$ cat src/rtl/mul_job_sequencer.sv
// mul_job_sequencer: queues operand pairs and runs them one at a time through the shift-add multiplier.
// Latency: push to mul_start is 1-2 cycles (empty FIFO); out_valid rises one cycle after mul_done.
// Backpressure: in_ready drops while the FIFO is full; no job issues while a result is unconsumed.
// Ports: in_* operand stream (valid/ready), out_* result stream (valid/ready),
//        mul_* start/done handshake to the multiplier, busy/timeout_err/jobs_done status.
module mul_job_sequencer #(
    parameter int N       = 4,
    parameter int DEPTH   = 4,
    parameter int TIMEOUT = 4*N+8
) (
    input  logic           clock,
    input  logic           reset,
    input  logic           in_valid,
    output logic           in_ready,
    input  logic [N-1:0]   in_multiplicand,
    input  logic [N-1:0]   in_multiplier,
    output logic           out_valid,
    input  logic           out_ready,
    output logic [2*N:0]   out_product,
    output logic           mul_start,
    output logic [N-1:0]   mul_multiplicand,
    output logic [N-1:0]   mul_multiplier,
    input  logic           mul_done,
    input  logic [2*N:0]   mul_product,
    output logic           busy,
    output logic           timeout_err,
    output logic [15:0]    jobs_done
);
    localparam int PTR_W = (DEPTH > 1) ? $clog2(DEPTH) : 1;
    localparam int CNT_W = $clog2(DEPTH + 1);
    localparam int WD_W  = $clog2(TIMEOUT + 1);

    typedef struct packed {
        logic [N-1:0] multiplicand;
        logic [N-1:0] multiplier;
    } job_t;

    typedef enum logic [1:0] {
        S_IDLE  = 2'd0,
        S_START = 2'd1,
        S_WAIT  = 2'd2
    } state_t;

    state_t            state, state_nxt;
    job_t              fifo_mem [DEPTH];
    job_t              in_job;
    job_t              head_job;
    logic [PTR_W-1:0]  wr_ptr, rd_ptr;
    logic [CNT_W-1:0]  fifo_count;
    logic              fifo_full, fifo_empty;
    logic              do_push, pop_job;
    logic              capture, fire_timeout, wd_inc;
    logic [WD_W-1:0]   wd_cnt;

    // ---------------------------------------------------------------
    // Operand FIFO. A push is refused whenever full, even if a pop
    // frees a slot at the same edge, so in_ready is purely registered.
    // ---------------------------------------------------------------
    assign in_job     = '{multiplicand: in_multiplicand, multiplier: in_multiplier};
    assign fifo_full  = (fifo_count == CNT_W'(DEPTH));
    assign fifo_empty = (fifo_count == '0);
    assign in_ready   = !fifo_full;
    assign do_push    = in_valid && !fifo_full;
    assign head_job   = fifo_mem[rd_ptr];

    always_ff @(posedge clock or posedge reset) begin
        if (reset) begin
            wr_ptr     <= '0;
            rd_ptr     <= '0;
            fifo_count <= '0;
        end else begin
            if (do_push) wr_ptr <= wr_ptr + 1'b1;
            if (pop_job) rd_ptr <= rd_ptr + 1'b1;
            case ({do_push, pop_job})
                2'b10:   fifo_count <= fifo_count + 1'b1;
                2'b01:   fifo_count <= fifo_count - 1'b1;
                default: fifo_count <= fifo_count;
            endcase
        end
    end

    always_ff @(posedge clock) begin
        if (do_push) fifo_mem[wr_ptr] <= in_job;
    end

    // ---------------------------------------------------------------
    // Job FSM
    // ---------------------------------------------------------------
    always_ff @(posedge clock or posedge reset) begin
        if (reset) state <= S_IDLE;
        else       state <= state_nxt;
    end

    always_comb begin
        state_nxt    = state;
        pop_job      = 1'b0;
        mul_start    = 1'b0;
        capture      = 1'b0;
        fire_timeout = 1'b0;
        wd_inc       = 1'b0;
        case (state)
            S_IDLE: begin
                // Holding off while out_valid is set guarantees a capture
                // can never land on an unconsumed result.
                if (!fifo_empty && !out_valid) begin
                    pop_job   = 1'b1;
                    state_nxt = S_START;
                end
            end
            S_START: begin
                mul_start = 1'b1;
                state_nxt = S_WAIT;
            end
            S_WAIT: begin
                if (mul_done) begin
                    capture   = 1'b1;
                    state_nxt = S_IDLE;
                end else begin
                    wd_inc = 1'b1;
                    // This cycle is the TIMEOUT-th consecutive one without done.
                    if (wd_cnt == WD_W'(TIMEOUT - 1)) begin
                        fire_timeout = 1'b1;
                        state_nxt    = S_IDLE;
                    end
                end
            end
            default: state_nxt = S_IDLE;
        endcase
    end

    // ---------------------------------------------------------------
    // Operand registers, result register, watchdog and status.
    // Operands only move on a pop, so they stay put for the whole job.
    // ---------------------------------------------------------------
    always_ff @(posedge clock or posedge reset) begin
        if (reset) begin
            mul_multiplicand <= '0;
            mul_multiplier   <= '0;
            out_valid        <= 1'b0;
            out_product      <= '0;
            jobs_done        <= '0;
            timeout_err      <= 1'b0;
            wd_cnt           <= '0;
        end else begin
            if (pop_job) begin
                mul_multiplicand <= head_job.multiplicand;
                mul_multiplier   <= head_job.multiplier;
            end

            if (capture) begin
                out_product <= mul_product;
                out_valid   <= 1'b1;
                jobs_done   <= jobs_done + 1'b1;
            end else if (out_valid && out_ready) begin
                out_valid <= 1'b0;
            end

            if (mul_start)   wd_cnt <= '0;
            else if (wd_inc) wd_cnt <= wd_cnt + 1'b1;

            if (fire_timeout) timeout_err <= 1'b1;
        end
    end

    assign busy = (state != S_IDLE) || !fifo_empty;

endmodule

$ cat config.mk
export PLATFORM = sky130hd
export DESIGN_NAME = mul_job_sequencer
export DESIGN_NICKNAME = d
export VERILOG_FILES = /design/src/rtl/mul_job_sequencer.sv
export SDC_FILE = /design/constraint.sdc
export NUM_CORES = 1
export LEC_CHECK = 0
export ABC_CLOCK_PERIOD_IN_PS = 2500
export CORE_MARGIN = 2
export CORE_UTILIZATION = 25
export CTS_CLUSTER_SIZE = 8
export DETAILED_ROUTE_END_ITERATION = 12
export PLACE_DENSITY = 0.4
export SYNTH_ARGS = -nofsm -noshare
export SYNTH_HDL_FRONTEND = slang
export SYNTH_SLANG_ARGS = --single-unit
$ cat constraint.sdc
create_clock -name clock -period 2.5 [get_ports clock]
set_input_delay 0.5 -clock clock [delete_from_list [all_inputs] [get_ports clock]]
set_output_delay 0.5 -clock clock [all_outputs]
set_load 0.02 [all_outputs]
==> results of run 1 <==
==> stage by stage <==
| step | util | instance area [sq um] | worst slack, ns | hold WS (ns) |
|---|---|---|---|---|
| final | 0.337 | 4420 | 0.123 | 0.469 |
| after global routing | 0.337 | 4420 | 0.00624 | 0.496 |
| after CTS | 0.337 | 4420 | 0.0925 | 0.477 |
| after detailed placement | 0.316 | 4150 | 0.214 | 0.462 |
| after global placement | 0.316 | 4150 | 0.254 | 0.462 |
| after floorplan | - | 3330 | 0.333 | 0.445 |
==> sequential cells by signal (all words and copies together) (netlist names) <==
| signal | cells |
|---|---|
| out_valid | 1 |
| out_product | 9 |
| mul_multiplicand | 4 |
| rd_ptr | 2 |
| mul_multiplier | 4 |
| fifo_count | 3 |
| timeout_err | 1 |
| wr_ptr | 2 |
| fifo_mem | 32 |
| state | 2 |
| jobs_done | 16 |
| wd_cnt | 5 |
==> area by class of cell <==
cell class / count / area [sq um] / share of cell area
inverters: 11 / 46.3 / 0.0105
clock inverters: 5 / 41.3 / 0.00934
flip-flops and latches: 81 / 2190 / 0.495
well taps: 176 / 220 / 0.0498
repair buffers: 62 / 626 / 0.141
multi-input cells: 153 / 1070 / 0.242
clock buffers: 11 / 233 / 0.0526
==> per-layer routing <==
layer	wire length, um	vias up	share of wire
li1	-	988	-
met1	3040	994	0.45
met2	3290	32	0.49
met3	238	7	0.036
met4	123	0	0.018
met5	0	-	0
==> kinds of logic after synthesis <==
group	synth area share
adders and majority gates	0.0323
AOI/OAI and AO/OA	0.00901
DFF	0.656
buffers and inverters	0.0236
and+or+nand+nor	0.153
muxes	0.0664
xor gates and xnor gates	0.0597
==> path summary, 6_finish.rpt <==
check / startpoint / end / slack [ns] / cells after the start
min in group asynchronous: reset / wd_cnt[4] / 0.54 / 2
max in group asynchronous: reset / jobs_done[0] / 1.42 / 3
worst max-delay path: state[1] / mul_start / 0.12 / 4
worst max register to register: state[0] / fifo_count[2] / 0.22 / 8
worst min register to register: jobs_done[15] / jobs_done[15] / 0.47 / 1
worst min-delay path: jobs_done[15] / jobs_done[15] / 0.47 / 1
==> cells in the mapped netlist, types with 2 or more instances <==
master | count | area (sq um)
buf_2 | 2 | 10.0
mux2i_1 | 3 | 30.0
clkbuf_1 | 2 | 7.51
xnor2_2 | 2 | 32.5
xor2_1 | 5 | 43.8
edfxtp_1 | 32 | 961
xnor2_1 | 14 | 123
nor3_1 | 2 | 10.0
and3_1 | 6 | 37.5
nor2_2 | 2 | 12.5
ha_1 | 7 | 87.6
nand4_1 | 7 | 43.8
mux4_2 | 8 | 180
nand2_1 | 68 | 255
nor2_1 | 5 | 18.8
nand3_1 | 8 | 40.0
dfrtp_1 | 49 | 1230
o21ai_1 | 2 | 10.0
inv_1 | 9 | 33.8
==> power by group through the flow <==
stage / Clock, mW / Sequential, mW / Combinational, mW
floorplan: 0 / 2.18 / 0.989
global placement: 0 / 2.10 / 1.74
detailed placement: 0 / 2.11 / 1.74
CTS: 1.27 / 2.09 / 1.75
global route: 1.32 / 2.13 / 1.88
finish: 1.21 / 2.07 / 1.71
==> worst max-delay path: cells and delay by family (launching register included) <==
kind	cells	cell delay, ns
buf+inv	3	0.84
simple gates	1	0.31
flops	1	0.39
==> out/metrics.cfg, run 1 <==
[logic_synthesis]
synth_top_flop_cell=dfrtp_1
yosysUniqueCellTypes=37
synth-edff-count=32
async_flop_share=0.605
synth_fp_nets=281
yosys_warnings=0
syn_area_sq_um=3330
ys_ff_latch=81
synth_seq_area_share=0.656
syn_inst=251
syn_avg_cell_area_sq_um=13.3

[clock_network]
cts.path.max_buffers=2
ctsHoldBuffers=0
clk_pin_slew_worst_paths_ns=0.07
cts_buffers=9
cts_tree=done
post-cts-setup-buffers=0
clock_sinks=81
ctsHtreeMaxLevel=3
cts_root_buf=clkbuf_16
clock_latency_ns=0.33
cts_resized=0

[sta]
setup_viol=0
worst_pin_slew_ns=0.662
hold_viol=0
rsz0062_at_grt=false
fin_worst_skew_ns=0.0100
fin_crit_sh=0.951
fmax_mhz=421
finalWorstPathRequiredPeriod_ns=2.38
maxSlewHeadroom=0.559
fin_setup_tns_ns=0
drv_slew=0

[power_and_ir_drop]
switchingPower_mw=1.72
peakVddDrop_mv=0.336
p_int_mw=3.28
power_frac_clock=0.243
swShare=0.344
p_leak_nw=1.87
comb_power_share=0.342
powerDensity_nw_per_um2=1130
seqPwrFrac=0.415
finalPower_mw=4.99

[layout]
layout.cells.most_common_list=68 x nand2_1, 59 x clkdlybuf4s50_1, 49 x dfrtp_1, 32 x edfxtp_1, 14 x xnor2_1
nFillCells=1332
final_common_cell=nand2_1
final_layout_size_suffix_gt1_frac=0.111
syn2layout_area_growth_pct=32.6
final_cell_count_no_fill=499
diodes=0
layout.nets=348

[worst_setup_path]
crit_path_max_incr_delay_ns=0.60
crit_type=flop to output port
crit_slowest_cell=clkdlybuf4s50_1
critical_path.max_fanout=7
arrival_ns=1.88
cp-end-kind=output port
cp_cell_sequence=buf_4 -> or2b_1 -> inv_1 -> clkdlybuf4s50_1
setup.worst_path.start_class=flop
worstPathRequired_ns=2.00

[placed_design]
dpl.hpwl_mm=4.70
port_buffers=59
dpl.cell_count=483
gp_routability_congestion=0.701

[detailed_routing]
viasPerCell=4.05
drcViolationCount=0
drt_iter0_drc=83
drt_wl_total_mm=6.69
via_count=2021
wl_per_cell_um=13.4
dr.pass1.iters=4
antenna_left=0

[grt]
busiest_layer=met2
use_met1=0.128
gr-usage-met2=0.161
antenna_found_initial=0
grt_max_degree=26
grt.met3_usage=0.0299
grt_pass1_vias=2059
grt-ovfl-total=0
grt_pass1_wl_mm=11.0
grt_use_total=0.102

[run]
cap_violations=0

[floorplanning]
die_w_um=119
core_area_sq_um=13100
rows=42
boundaryPins=60
start_util=0.254
dieArea_sq_um=14300
die_height_um=119

[worst_hold_path]
hold_path.class=flop to flop

[outcome]
run_status=finished clean

Note: power is estimated with default switching activity, not from simulation.
==> run 2, diff against run 1 <==
--- a/config.mk
+++ b/config.mk
@@ -5,12 +5,14 @@
 export SDC_FILE = /design/constraint.sdc
 export NUM_CORES = 1
 export LEC_CHECK = 0
+export ABC_AREA = 1
 export ABC_CLOCK_PERIOD_IN_PS = 2500
 export CORE_MARGIN = 2
 export CORE_UTILIZATION = 25
 export CTS_CLUSTER_SIZE = 8
 export DETAILED_ROUTE_END_ITERATION = 12
 export PLACE_DENSITY = 0.4
+export SETUP_SLACK_MARGIN = 0.2
 export SYNTH_ARGS = -nofsm -noshare
 export SYNTH_HDL_FRONTEND = slang
 export SYNTH_SLANG_ARGS = --single-unit
==> run 2 against run 1 <==
Net effect:
- non-clock buffer count increased by 7
- setup slack improved by 0.36 ns
- final area increased by 5.0%
- power increased by 6.0%
- first-iteration DRC count increased by 6.0%
- cell count increased by 17%
- critical path depth decreased by 1
- synthesized area increased by 3.5%
- sequential share of layout area decreased by 2.4 points
- clock power increased by 19%
- global-route usage increased by 1.1 points
- die area increased by 3.4%
- critical endpoint is now in_ready
- largest cell class unchanged
==> out/metrics.cfg, run 2 <==
[logic_synthesis]
ys_top_cells_by_count=86 x nand2_1, 49 x dfrtp_1, 33 x inv_1, 33 x nor2_1, 32 x edfxtp_1
synth_seq_area_share=0.634  ; -0.0223
yosysUniqueCellTypes=30  ; -19%
syn_area_sq_um=3450  ; +3.5%
synth_fp_nets=362  ; +29%
synth-edff-count=32  ; unchanged
syn_avg_cell_area_sq_um=10.4  ; -22%
yosys_warnings=0  ; unchanged
synth_top_area_share=0.355  ; -0.0125
async_flop_share=0.605  ; unchanged
synth_top_flop_cell=dfrtp_1
synth_most_common_cell=nand2_1
synth_area_leader_cell=dfrtp_1
ys_ff_latch=81  ; unchanged
synth_area_leaders=dfrtp_1 36%, edfxtp_1 28%, nand2_1 9.4%
syn_inst=332  ; +32%

[worst_setup_path]
cp-end-kind=output port
critical_path.max_fanout=4  ; -3
r2r_slack_ns=0.51  ; +0.29 ns
setup.worst_path.start_class=flop
crit_path_max_incr_delay_ns=0.56  ; -0.04 ns
crit_slowest_cell=clkdlybuf4s50_1
cp_cell_sequence=inv_1 -> nand3_1 -> clkdlybuf4s50_1
arrival_ns=1.52  ; -0.36 ns
worstPathRequired_ns=2.00  ; about the same
rr_startpoint=state[1]
crit_type=flop to output port
crit_path_start=fifo_count[0]

[clock_network]
cts.path.max_buffers=2  ; unchanged
ctsHtreeMaxLevel=3  ; unchanged
cts_buffers=9  ; unchanged
clock_latency_ns=0.33  ; about the same
cts_root_buf=clkbuf_16
cts_tree=done
clk_pin_slew_worst_paths_ns=0.06  ; about the same
clock_sinks=81  ; unchanged
ctsHoldBuffers=0  ; unchanged

[detailed_routing]
wl_per_cell_um=13.0  ; -2.7%
via_count=2394  ; +18%
dr.pass1.iters=4  ; unchanged
drt_iter0_drc=88  ; +6.0%
drt_wl_total_mm=7.64  ; +14%
antenna_left=0  ; unchanged
drcViolationCount=0  ; unchanged
viasPerCell=4.09  ; +0.87%

[layout]
largest_reg_flops=32  ; unchanged
diodes=0  ; unchanged
syn2layout_area_growth_pct=34.5
final_cell_area_sq_um=4640  ; +5.0%
layout.nets=435  ; +25%
reg_top3=fifo_mem (32), jobs_done (16), out_product (9)
layout.cells.most_common_list=86 x nand2_1, 57 x clkdlybuf4s50_1, 49 x dfrtp_1, 33 x nor2_1
final_layout_size_suffix_gt1_frac=0.0854  ; -0.0261
largest-register=fifo_mem
final_common_cell=nand2_1

[power_and_ir_drop]
powerDensity_nw_per_um2=1140  ; +0.94%
finalPower_mw=5.29  ; +6.0%
p_leak_nw=2.02  ; +7.6%
peakVddDrop_mv=0.471  ; +40%

[worst_hold_path]
min_from=fifo_count[0]
hold_path.class=flop to flop

[placed_design]
port_buffers=59  ; unchanged
place_area_sq_um=4310  ; +3.9%
post-place-ws_ns=0.381  ; +0.166 ns
gp_routability_congestion=0.784  ; +12%
dpl.hpwl_mm=5.27  ; +12%

[sta]
fin_worst_skew_ns=0.00305  ; -0.00696 ns
fmax_mhz=495  ; +18%
fin_setup_tns_ns=0  ; unchanged
fin_ws_ns=0.480  ; +0.357 ns
finalWorstPathRequiredPeriod_ns=2.02  ; -0.357 ns
drv_slew=0  ; unchanged
hold_viol=0  ; unchanged
worst_pin_slew_ns=0.552  ; -0.110 ns
fin_crit_sh=0.808  ; -0.143
setup_viol=0  ; unchanged
rsz0062_at_grt=false
maxSlewHeadroom=0.632  ; +0.0730

[floorplanning]
start_util=0.259  ; +0.00481
dieArea_sq_um=14800  ; +3.4%
boundaryPins=60  ; unchanged
die_w_um=122  ; +1.7%
die_height_um=122  ; +1.7%
rows=42  ; unchanged
core_area_sq_um=13300  ; +1.6%

[run]
cap_violations=0  ; unchanged

[grt]
grt_pass1_wl_mm=12.6  ; +15%
grt_use_total=0.113  ; +0.0110
grt_pass1_vias=2486  ; +21%
antenna_found_initial=0  ; unchanged
grt-ovfl-total=0  ; unchanged
grt_max_degree=50  ; +92%

[outcome]
run_status=finished clean

## run 2: metrics by stage
stage                     cells  utilization  hold slack [ns]
after floorplan             332            -            0.437
after global placement      570        0.323            0.457
after detailed placement    570        0.323            0.455
after CTS                   586        0.347            0.467
after global routing        586        0.348            0.492
final                       586        0.348            0.461
## run 2: kinds of logic (layout without fill, tap and decap cells)
logic type | Yosys count | count (layout) | synth area share
simple gates | 148 | 148 | 0.188
flops | 81 | 81 | 0.634
buf+inv | 41 | 119 | 0.0493
compound gates | 40 | 40 | 0.0623
xor+xnor | 14 | 14 | 0.0355
fa+ha+maj | 8 | 8 | 0.0312
## run 2: final timing paths
path | to | cells after the start
min reg2reg | fifo_count[0] | 1
min in group asynchronous | jobs_done[5] | 3
max | in_ready | 3
min | fifo_count[0] | 1
max reg2reg | fifo_count[2] | 9
max in group asynchronous | out_product[0] | 3
## run 2: report_power, final
group | internal (mW) | switching (mW) | total [mW] | leakage (nW)
logic | 0.768 | 1.10 | 1.87 | 0.937
registers | 1.76 | 0.215 | 1.98 | 0.918
clock network | 0.925 | 0.516 | 1.44 | 0.162
## run 2: layer usage
| metal | track usage | routed length (um) | share of wire | vias up |
|---|---|---|---|---|
| met5 | 0 | 0 | 0 | - |
| met4 | 0.0409 | 112 | 0.015 | 0 |
| met3 | 0.0296 | 221 | 0.029 | 8 |
| met2 | 0.178 | 3580 | 0.47 | 30 |
| met1 | 0.149 | 3730 | 0.49 | 1128 |
| li1 | - | - | - | 1228 |
## run 2: cell type report
cell class	count	area, sq um
inverters	34	128
fillers	1397	8700
well taps	176	220
clock inverters	5	77.6
repair buffers	69	683
multi-input cells	210	1090
flip-flops and latches	81	2190
clock buffers	11	253
## run 2: what timing repair did
action / CTS / global route
resized for setup: 0 / 2
setup endpoints to repair: 0 / 2
hold endpoints to repair: 0 / 0
setup buffers: 0 / 0
## run 2: worst max-delay path, delay by kind of cell (launching register included)
| kind | cells | cell delay [ns] |
|---|---|---|
| and+or+nand+nor | 1 | 0.12 |
| DFF | 1 | 0.38 |
| buffers and inverters | 2 | 0.69 |
